--- src/rtl/mem_access_unit_pkg.sv ---
// Shared encodings and helpers for the MEM-stage access engine.
package mem_access_unit_pkg;

  localparam int unsigned ADDR_W = 32;
  localparam int unsigned DATA_W = 32;
  localparam int unsigned BE_W   = 4;

  localparam logic [2:0] F3_B  = 3'b000;
  localparam logic [2:0] F3_H  = 3'b001;
  localparam logic [2:0] F3_W  = 3'b010;
  localparam logic [2:0] F3_BU = 3'b100;
  localparam logic [2:0] F3_HU = 3'b101;

  typedef enum logic [1:0] {StIdle, StReq, StWait, StDone} state_e;

  function automatic logic f3_legal(logic store, logic [2:0] f3);
    if (store) return (f3 == F3_B) || (f3 == F3_H) || (f3 == F3_W);
    return (f3 == F3_B) || (f3 == F3_H) || (f3 == F3_W) || (f3 == F3_BU) || (f3 == F3_HU);
  endfunction

  function automatic logic misaligned(logic [2:0] f3, logic [1:0] lo);
    case (f3)
      F3_H, F3_HU: return lo[0];
      F3_W:        return lo != 2'b00;
      default:     return 1'b0;
    endcase
  endfunction

endpackage

--- src/rtl/mem_access_unit_load_formatter.sv ---
// Selects the addressed byte/half of a read word and sign- or zero-extends it.
module mem_access_unit_load_formatter
  import mem_access_unit_pkg::*;
(
  input  logic [DATA_W-1:0] rdata,
  input  logic [1:0]        addr_lo,
  input  logic [2:0]        funct3,
  output logic [DATA_W-1:0] result
);

  logic [7:0]  byte_sel;
  logic [15:0] half_sel;

  always_comb begin
    byte_sel = 8'h00;
    unique case (addr_lo)
      2'd0: byte_sel = rdata[7:0];
      2'd1: byte_sel = rdata[15:8];
      2'd2: byte_sel = rdata[23:16];
      2'd3: byte_sel = rdata[31:24];
    endcase
    half_sel = addr_lo[1] ? rdata[31:16] : rdata[15:0];
    case (funct3)
      F3_B:    result = {{24{byte_sel[7]}}, byte_sel};
      F3_H:    result = {{16{half_sel[15]}}, half_sel};
      F3_BU:   result = {24'h000000, byte_sel};
      F3_HU:   result = {16'h0000, half_sel};
      default: result = rdata;
    endcase
  end

endmodule

--- src/rtl/mem_access_unit.sv ---
// MEM-stage data-memory access engine: request/response bus transaction with
// load/store formatting, pipeline stall and timeout abort.
module mem_access_unit
  import mem_access_unit_pkg::*;
#(
  parameter int unsigned TIMEOUT_CYC = 255
) (
  input  logic              clk,
  input  logic              rst,
  input  logic              mem_rd_in,
  input  logic              mem_wr_in,
  input  logic [2:0]        funct3_in,
  input  logic [ADDR_W-1:0] addr_in,
  input  logic [DATA_W-1:0] wdata_in,
  output logic              stall,
  output logic [DATA_W-1:0] load_data,
  output logic              done,
  output logic              fault,
  output logic              req_valid,
  output logic              req_we,
  output logic [ADDR_W-1:0] req_addr,
  output logic [DATA_W-1:0] req_wdata,
  output logic [BE_W-1:0]   req_be,
  input  logic              req_ready,
  input  logic              resp_valid,
  input  logic [DATA_W-1:0] resp_rdata
);

  localparam logic [15:0] TimeoutLast = 16'(TIMEOUT_CYC - 1);

  state_e            state_q, state_d;
  logic [15:0]       cnt_q, cnt_d;
  logic [ADDR_W-1:0] addr_q, addr_d;
  logic [2:0]        f3_q, f3_d;
  logic              we_q, we_d;
  logic [BE_W-1:0]   be_q, be_d;
  logic [DATA_W-1:0] wdata_q, wdata_d;
  logic [DATA_W-1:0] data_q, data_d;
  logic              tout_q, tout_d;

  logic              access, access_ok, timeout_hit;
  logic [BE_W-1:0]   be_fmt;
  logic [DATA_W-1:0] wdata_fmt;
  logic [DATA_W-1:0] load_fmt;

  mem_access_unit_load_formatter u_load_formatter (
    .rdata   (resp_rdata),
    .addr_lo (addr_q[1:0]),
    .funct3  (f3_q),
    .result  (load_fmt)
  );

  assign access      = mem_rd_in | mem_wr_in;
  assign access_ok   = (mem_rd_in ^ mem_wr_in) && f3_legal(mem_wr_in, funct3_in) &&
                       !misaligned(funct3_in, addr_in[1:0]);
  assign timeout_hit = (cnt_q == TimeoutLast);

  // Byte enables follow the access size for loads too, so the bus sees the read footprint.
  always_comb begin
    case (funct3_in[1:0])
      2'b00: begin
        be_fmt    = 4'b0001 << addr_in[1:0];
        wdata_fmt = {4{wdata_in[7:0]}};
      end
      2'b01: begin
        be_fmt    = 4'b0011 << addr_in[1:0];
        wdata_fmt = {2{wdata_in[15:0]}};
      end
      default: begin
        be_fmt    = 4'b1111;
        wdata_fmt = wdata_in;
      end
    endcase
  end

  always_comb begin
    state_d   = state_q;
    cnt_d     = cnt_q;
    addr_d    = addr_q;
    f3_d      = f3_q;
    we_d      = we_q;
    be_d      = be_q;
    wdata_d   = wdata_q;
    data_d    = data_q;
    tout_d    = tout_q;
    stall     = 1'b0;
    done      = 1'b0;
    fault     = 1'b0;
    req_valid = 1'b0;
    unique case (state_q)
      StIdle: begin
        if (access) begin
          if (access_ok) begin
            stall   = 1'b1;
            addr_d  = addr_in;
            f3_d    = funct3_in;
            we_d    = mem_wr_in;
            be_d    = be_fmt;
            wdata_d = wdata_fmt;
            cnt_d   = '0;
            data_d  = '0;
            tout_d  = 1'b0;
            state_d = StReq;
          end else begin
            fault = 1'b1;
            done  = 1'b1;
          end
        end
      end
      StReq: begin
        req_valid = 1'b1;
        stall     = 1'b1;
        cnt_d     = cnt_q + 16'd1;
        if (req_ready) begin
          state_d = we_q ? StDone : StWait;
        end else if (timeout_hit) begin
          tout_d  = 1'b1;
          state_d = StDone;
        end
      end
      StWait: begin
        stall = 1'b1;
        cnt_d = cnt_q + 16'd1;
        if (resp_valid) begin
          data_d  = load_fmt;
          state_d = StDone;
        end else if (timeout_hit) begin
          tout_d  = 1'b1;
          data_d  = '0;
          state_d = StDone;
        end
      end
      StDone: begin
        done    = 1'b1;
        fault   = tout_q;
        state_d = StIdle;
      end
    endcase
  end

  always_ff @(posedge clk) begin
    if (rst) begin
      state_q <= StIdle;
      cnt_q   <= '0;
      addr_q  <= '0;
      f3_q    <= '0;
      we_q    <= 1'b0;
      be_q    <= '0;
      wdata_q <= '0;
      data_q  <= '0;
      tout_q  <= 1'b0;
    end else begin
      state_q <= state_d;
      cnt_q   <= cnt_d;
      addr_q  <= addr_d;
      f3_q    <= f3_d;
      we_q    <= we_d;
      be_q    <= be_d;
      wdata_q <= wdata_d;
      data_q  <= data_d;
      tout_q  <= tout_d;
    end
  end

  assign load_data = (state_q == StDone) ? data_q : '0;
  assign req_we    = we_q;
  assign req_addr  = {addr_q[ADDR_W-1:2], 2'b00};
  assign req_wdata = wdata_q;
  assign req_be    = be_q;

endmodule

--- config.mk ---
export PLATFORM = sky130hd
export DESIGN_NAME = mem_access_unit
export DESIGN_NICKNAME = d
export VERILOG_FILES = /design/src/rtl/mem_access_unit_pkg.sv /design/src/rtl/mem_access_unit_load_formatter.sv /design/src/rtl/mem_access_unit.sv
export SDC_FILE = /design/constraint.sdc
export NUM_CORES = 1
export LEC_CHECK = 0
export CAP_MARGIN = 30
export CORE_MARGIN = 1.5
export CORE_UTILIZATION = 51
export CTS_BUF_LIST = sky130_fd_sc_hd__clkbuf_8
export CTS_CLUSTER_SIZE = 24
export DETAILED_ROUTE_END_ITERATION = 8
export PLACE_DENSITY = 0.89
export SETUP_SLACK_MARGIN = 0.2
export SYNTH_ARGS = -nofsm -noshare
export SYNTH_HDL_FRONTEND = slang
export SYNTH_SLANG_ARGS = --single-unit
--- constraint.sdc ---
create_clock -name clk -period 4.2 [get_ports clk]
set_input_delay 0.84 -clock clk [delete_from_list [all_inputs] [get_ports clk]]
set_output_delay 0.84 -clock clk [all_outputs]
set_load 0.02 [all_outputs]
== After elaboration in Yosys (flattened, before gate mapping) ==
Cells that the tools add are included.

* Register bits after elaboration: 123
* Bits of input ports: 105

* Add/sub/neg operators: 1
* Equal/unequal tests: 20
* Shifts and indexed selects: 2
* Multiplexer cells: 39
* Bitwise logic cells: 2
* Reduce and logical (&&, ||, !) cells: 23

{| class="wikitable"
|+ Operator list
! kind !! count
|-
| 2-to-1 mux 32 bit || 5
|-
| one-hot mux 32 bit (2 select lines) || 2
|-
| one-hot mux 32 bit (4 select lines) || 1
|-
| 2-to-1 mux 16 bit || 3
|-
| one-hot mux 16 bit (2 select lines) || 1
|-
| one-hot mux 8 bit (4 select lines) || 1
|-
| adder 16 x 1 -> 16 bit (second input constant) || 1
|-
| equality test 16 x 8 -> 1 bit (second input constant) || 1
|-
| 2-to-1 mux 1 bit || 14
|-
| equality test 3 bit (second input constant) || 4
|-
| 2-to-1 mux 2 bit || 5
|-
| equality test 2 bit (second input constant) || 4
|-
| != test 2 bit (second input constant) || 4
|-
| one-hot mux 1 bit (2 select lines) || 4
|-
| one-hot mux 2 bit (4 select lines) || 1
|-
| one-hot mux 4 bit (2 select lines) || 1
|-
| equality test 2 x 1 -> 1 bit (second input constant) || 3
|-
| equality test 3 x 1 -> 1 bit (second input constant) || 2
|-
| logical NOT 2 bit || 3
|-
| logical NOT 3 bit || 2
|-
| AND reduction 3 bit || 2
|-
| nonzero test 2 bit || 3
|-
| AND reduction 5 bit || 1
|-
| logical OR 1 bit || 4
|-
| 13 further kinds || 15
|}

== Longest topological paths before layout ==
* Depth in word-level cells: 11
* Depth in mapped cells: 9

== Hierarchy ==
Synthesis repeated with hierarchy kept, for this count alone.

* Cell total of the unflattened synthesis: 780
* Area total of the unflattened synthesis: 6381.1 sq um

{| class="wikitable"
|+ By module, submodules not included
! module !! times used !! cells each !! area each (sq um)
|-
| mem_access_unit || 1 || 670 || 5731.7
|-
| mem_access_unit_load_formatter || 1 || 110 || 649.4
|}

== Least setup slack after synthesis ==
No wires, ideal clock.

* Path kind: input-to-output
* Start: input mem_rd_in
* End: output stall
* Arrival: 2.443 ns
* Required time: 3.360 ns
* Slack: 0.917 ns
* Cell stages on the path: 9
* Path through: inv_1 ha_1 and3b_1 and4_1 buf_2 buf_2 clkbuf_1 nor2_1 nor2_1

* Word-level cells in the longest chain between the ends: 6
* Elaborated cells between the ends (all ways): 7

{| class="wikitable"
|+ RTL lines
! what !! RTL line !! text
|-
| start, declared || mem_access_unit.sv:10 || <nowiki>input logic mem_rd_in,</nowiki>
|-
| bitwise XOR 1 bit || mem_access_unit.sv:54 || <nowiki>assign access_ok = (mem_rd_in ^ mem_wr_in) && f3_legal(mem_wr_in, funct3_in) &&</nowiki>
|-
| logical AND 1 bit (2 in series) || mem_access_unit.sv:54 ||
|-
| 2-to-1 mux 1 bit || mem_access_unit.sv:93 || <nowiki>if (access_ok) begin</nowiki>
|-
| 2-to-1 mux 1 bit * || mem_access_unit.sv:92 || <nowiki>if (access) begin</nowiki>
|-
| one-hot mux 1 bit (2 select lines) * || mem_access_unit.sv:90 || <nowiki>unique case (state_q)</nowiki>
|-
| end, declared || mem_access_unit.sv:15 || <nowiki>output logic stall,</nowiki>
|}

Mark *: on every way between the ends. The rest lies on a longest branch, timed or not.

== Final worst setup path ==
* Start: input mem_wr_in
* End: output stall

* Word-level cells in the longest chain between the ends: 7
* Elaborated cells between the ends (all ways): 9

{| class="wikitable"
|+ RTL lines
! what !! RTL line !! text
|-
| start, declared || mem_access_unit.sv:11 || <nowiki>input logic mem_wr_in,</nowiki>
|-
| 2-to-1 mux 1 bit || mem_access_unit_pkg.sv:17 || <nowiki>if (store) return (f3 == F3_B) || (f3 == F3_H) || (f3 == F3_W);</nowiki>
|-
| 2-to-1 mux 1 bit || mem_access_unit_pkg.sv:18 || <nowiki>return (f3 == F3_B) || (f3 == F3_H) || (f3 == F3_W) || (f3 == F3_BU) || (f3 == F3_HU);</nowiki>
|-
| logical AND 1 bit (2 in series) || mem_access_unit.sv:54 ||
|-
| 2-to-1 mux 1 bit || mem_access_unit.sv:93 ||
|-
| 2-to-1 mux 1 bit * || mem_access_unit.sv:92 ||
|-
| one-hot mux 1 bit (2 select lines) * || mem_access_unit.sv:90 ||
|}

Marks and branches as above.

==> flow_summary.yaml <==
status:
  status: "finished, violations left"
  failed_checks: "DRC"
synthesis:
  synth_area_leader_cell: "dfxtp_1"
  synth_top_area_share_pct: 40.4
  syn_inst: 755
  yosysSeqAreaShare_pct: 40.4
  post-synth-top-count-cell: "dfxtp_1"
  synthTopCellsByCount: "123 x dfxtp_1, 119 x nand2_1, 71 x nor2_1, 68 x a21oi_1, 39 x clkbuf_1"
  synth-edff-count: 0
  synth_area_leaders: "dfxtp_1 40%, nand2_1 7.3%, a21oi_1 5.6%"
  synth.distinct_cells: 53
  ys_ff_latch: 123
  synth_warnings: 0
  syn_avg_cell_area_um2: 8.06
  async_reset_ff_share_pct: 0
  synthesis.area_um2: 6090
  synthFlopType: "dfxtp_1"
route:
  antenna_left: 0
  drt_iter0_markers: 534
  firstDrtPassIters: 8
  vias: 5982
  post_drt_via_cell_ratio: 5.64
  drcViolationCount: 7
  wl_per_cell_um: 16.4
  routed_wl_mm: 17.4
place:
  hpwlAfterDp_mm: 12.0
  pre_cts_slack_ns: 0.375
  io_buffers: 207
  gp_congestion: 0.896
power:
  netSwitchingPower_uw: 951
  power.density_nw_per_um2: 392
  p_clk_share_pct: 38.8
  p_seq_share_pct: 38.3
  internal-power_uw: 2360
  switching_share_pct: 28.7
  p_leak_uw: 0.00296
  p_comb_share_pct: 22.9
  peakVddDrop_mv: 0.300
clock_network:
  cts_resized: 0
  ctsRootBufferMaster: "clkbuf_8"
  cts.sinks: 123
  cts.path.max_buffers: 2
  htree_levels: 4
  cts_setup_buffers: 0
  clk-insertion-delay-late_ns: 0.45
  cts_tree: "built"
  clk_transition_reported_paths_ns: 0.07
  cts_made_buffers: 17
  cts_hold_buffers: 0
min_path:
  worstHoldStart: "addr_q[27]$_SDFFE_PP0P_"
  hold_class: "flop to flop"
layout:
  finalNetCount: 1020
  area_growth_pct: 38.8
  diodes: 0
  layout-drive-gt1-share_pct: 6.64
global_routing:
  grt_first_pass_wirelength_mm: 27.9
  grt_pass1_vias: 5708
  track_usage_pct: 27.7
  grt-ovfl-total: 0
  grt_max_degree: 98
  antenna_found_initial: 0
critical_path:
  cp.required_ns: 3.36
  worstReg2RegStart: "state_q[1]$_SDFFE_PP0P_"
  startpoint: "mem_wr_in"
  startpoint_type: "input pin"
  cp_max_fo: 3
  path_class: "input pin to primary output"
  cp-end-kind: "primary output"
  crit_arrival_ns: 2.91
floorplanning:
  fp.coreArea_um2: 11500
  die_area_um2: 12600
  fp-row-count: 39
  die_w_um: 112
  die_h_um: 112
  ios: 210
  initial_utilization_pct: 52.9
timing:
  relSlewSlack_pct: 26.8
  fin_crit_sh_pct: 89.2
  worst_slack_ns: 0.452
  rsz0062_at_grt: "no"
  hold_viol: 0
  slew_violations: 0
  worstMarginPinSlew_ns: 1.09
  skew_ns: 0.0110
  period_minus_slack_ns: 3.75
  setup_viol: 0
  fmax_mhz: 267
  fin_setup_tns_ns: 0
flow_run:
  drv_cap: 0
## cell usage in the layout, fill, tap and decap left out, types with 8 or more instances in the layout
master,instances
clkbuf_8,20
ha_1,10
nand3_1,33
o21ai_0,22
inv_1,11
a21oi_1,68
mux2i_1,26
clkdlybuf4s50_1,206
nor3_1,8
o21ai_1,11
o31ai_1,17
o221ai_1,15
o211ai_1,8
buf_4,11
a211oi_1,10
nor3b_1,8
nor2_1,71
nand2_1,119
and2_1,32
dfxtp_1,123
a311oi_1,11
## power by group through the flow
stage / combinational, µW / sequential, µW / clock, µW
floorplan: 424 / 1320 / 0
global placement: 738 / 1290 / 0
detailed placement: 751 / 1300 / 0
CTS: 756 / 1270 / 1300
global route: 826 / 1280 / 1360
finish: 759 / 1270 / 1290
## critical path: stages
cell and delay (ns):
clkdlybuf4s50_1 0.51, inv_1 0.06, ha_1 0.30, and3b_1 0.18
and4_2 0.24, nor2_1 0.06, nor2_1 0.11, clkdlybuf4s50_1 0.61
## sequential cells by signal, indices dropped and copies added (netlist names)
name       cells
addr_q        32
data_q        32
req_wdata     32
cnt_q         16
req_be         4
f3_q           3
state_q        2
req_we         1
tout_q         1
## final timing paths
| kind | to | cells past startpoint | slack (ns) |
|---|---|---|---|
| worst min register to register | addr_q[27]$_SDFFE_PP0P_ | 2 | 0.45 |
| worst max-delay path | stall | 8 | 0.45 |
| worst min-delay path | addr_q[27]$_SDFFE_PP0P_ | 2 | 0.45 |
| worst max register to register | cnt_q[14]$_SDFFE_PP0P_ | 8 | 1.34 |
## layout make-up
| cell class | instances | area (µm²) |
|---|---|---|
| clock buffers | 20 | 275 |
| inverters | 12 | 45.0 |
| well taps | 143 | 179 |
| repair buffers | 219 | 2180 |
| multi-input cells | 532 | 3100 |
| clock inverters | 12 | 218 |
| fillers | 833 | 3060 |
| flip-flops and latches | 123 | 2460 |
## logic make-up after synthesis
family	count (synthesis)	synth area share [%]
AO/OA/AOI/OAI	188	20.6
XOR/XNOR	12	1.73
adder cells (fa/ha/maj)	10	2.06
buffers and inverters	101	8.80
flip-flops	123	40.4
multiplexers	26	4.27
other	1	0.0616
AND/OR/NAND/NOR	294	22.1
## routing by layer
metal	routed length [µm]	up-vias	GRT usage [%]
li1	-	2909	-
met2	8260	229	44.5
met1	7150	2792	33.1
met3	1280	52	8.32
met5	0	-	0
met4	692	0	16.3
## through the flow
step	instances	hold slack (ns)	cell area (µm²)	utilization [%]	total power (µW)
6_report	1061	0.453	8450	73.4	3310
5_1_grt	1061	0.474	8450	73.4	3460
3_3_place_gp	1027	0.441	7930	68.8	2030
2_1_floorplan	756	0.434	6090	-	1740
4_1_cts	1061	0.455	8450	73.4	3330
3_5_place_dp	1029	0.446	7960	69.1	2050
No activity file was read; power rests on OpenSTA's default activity.
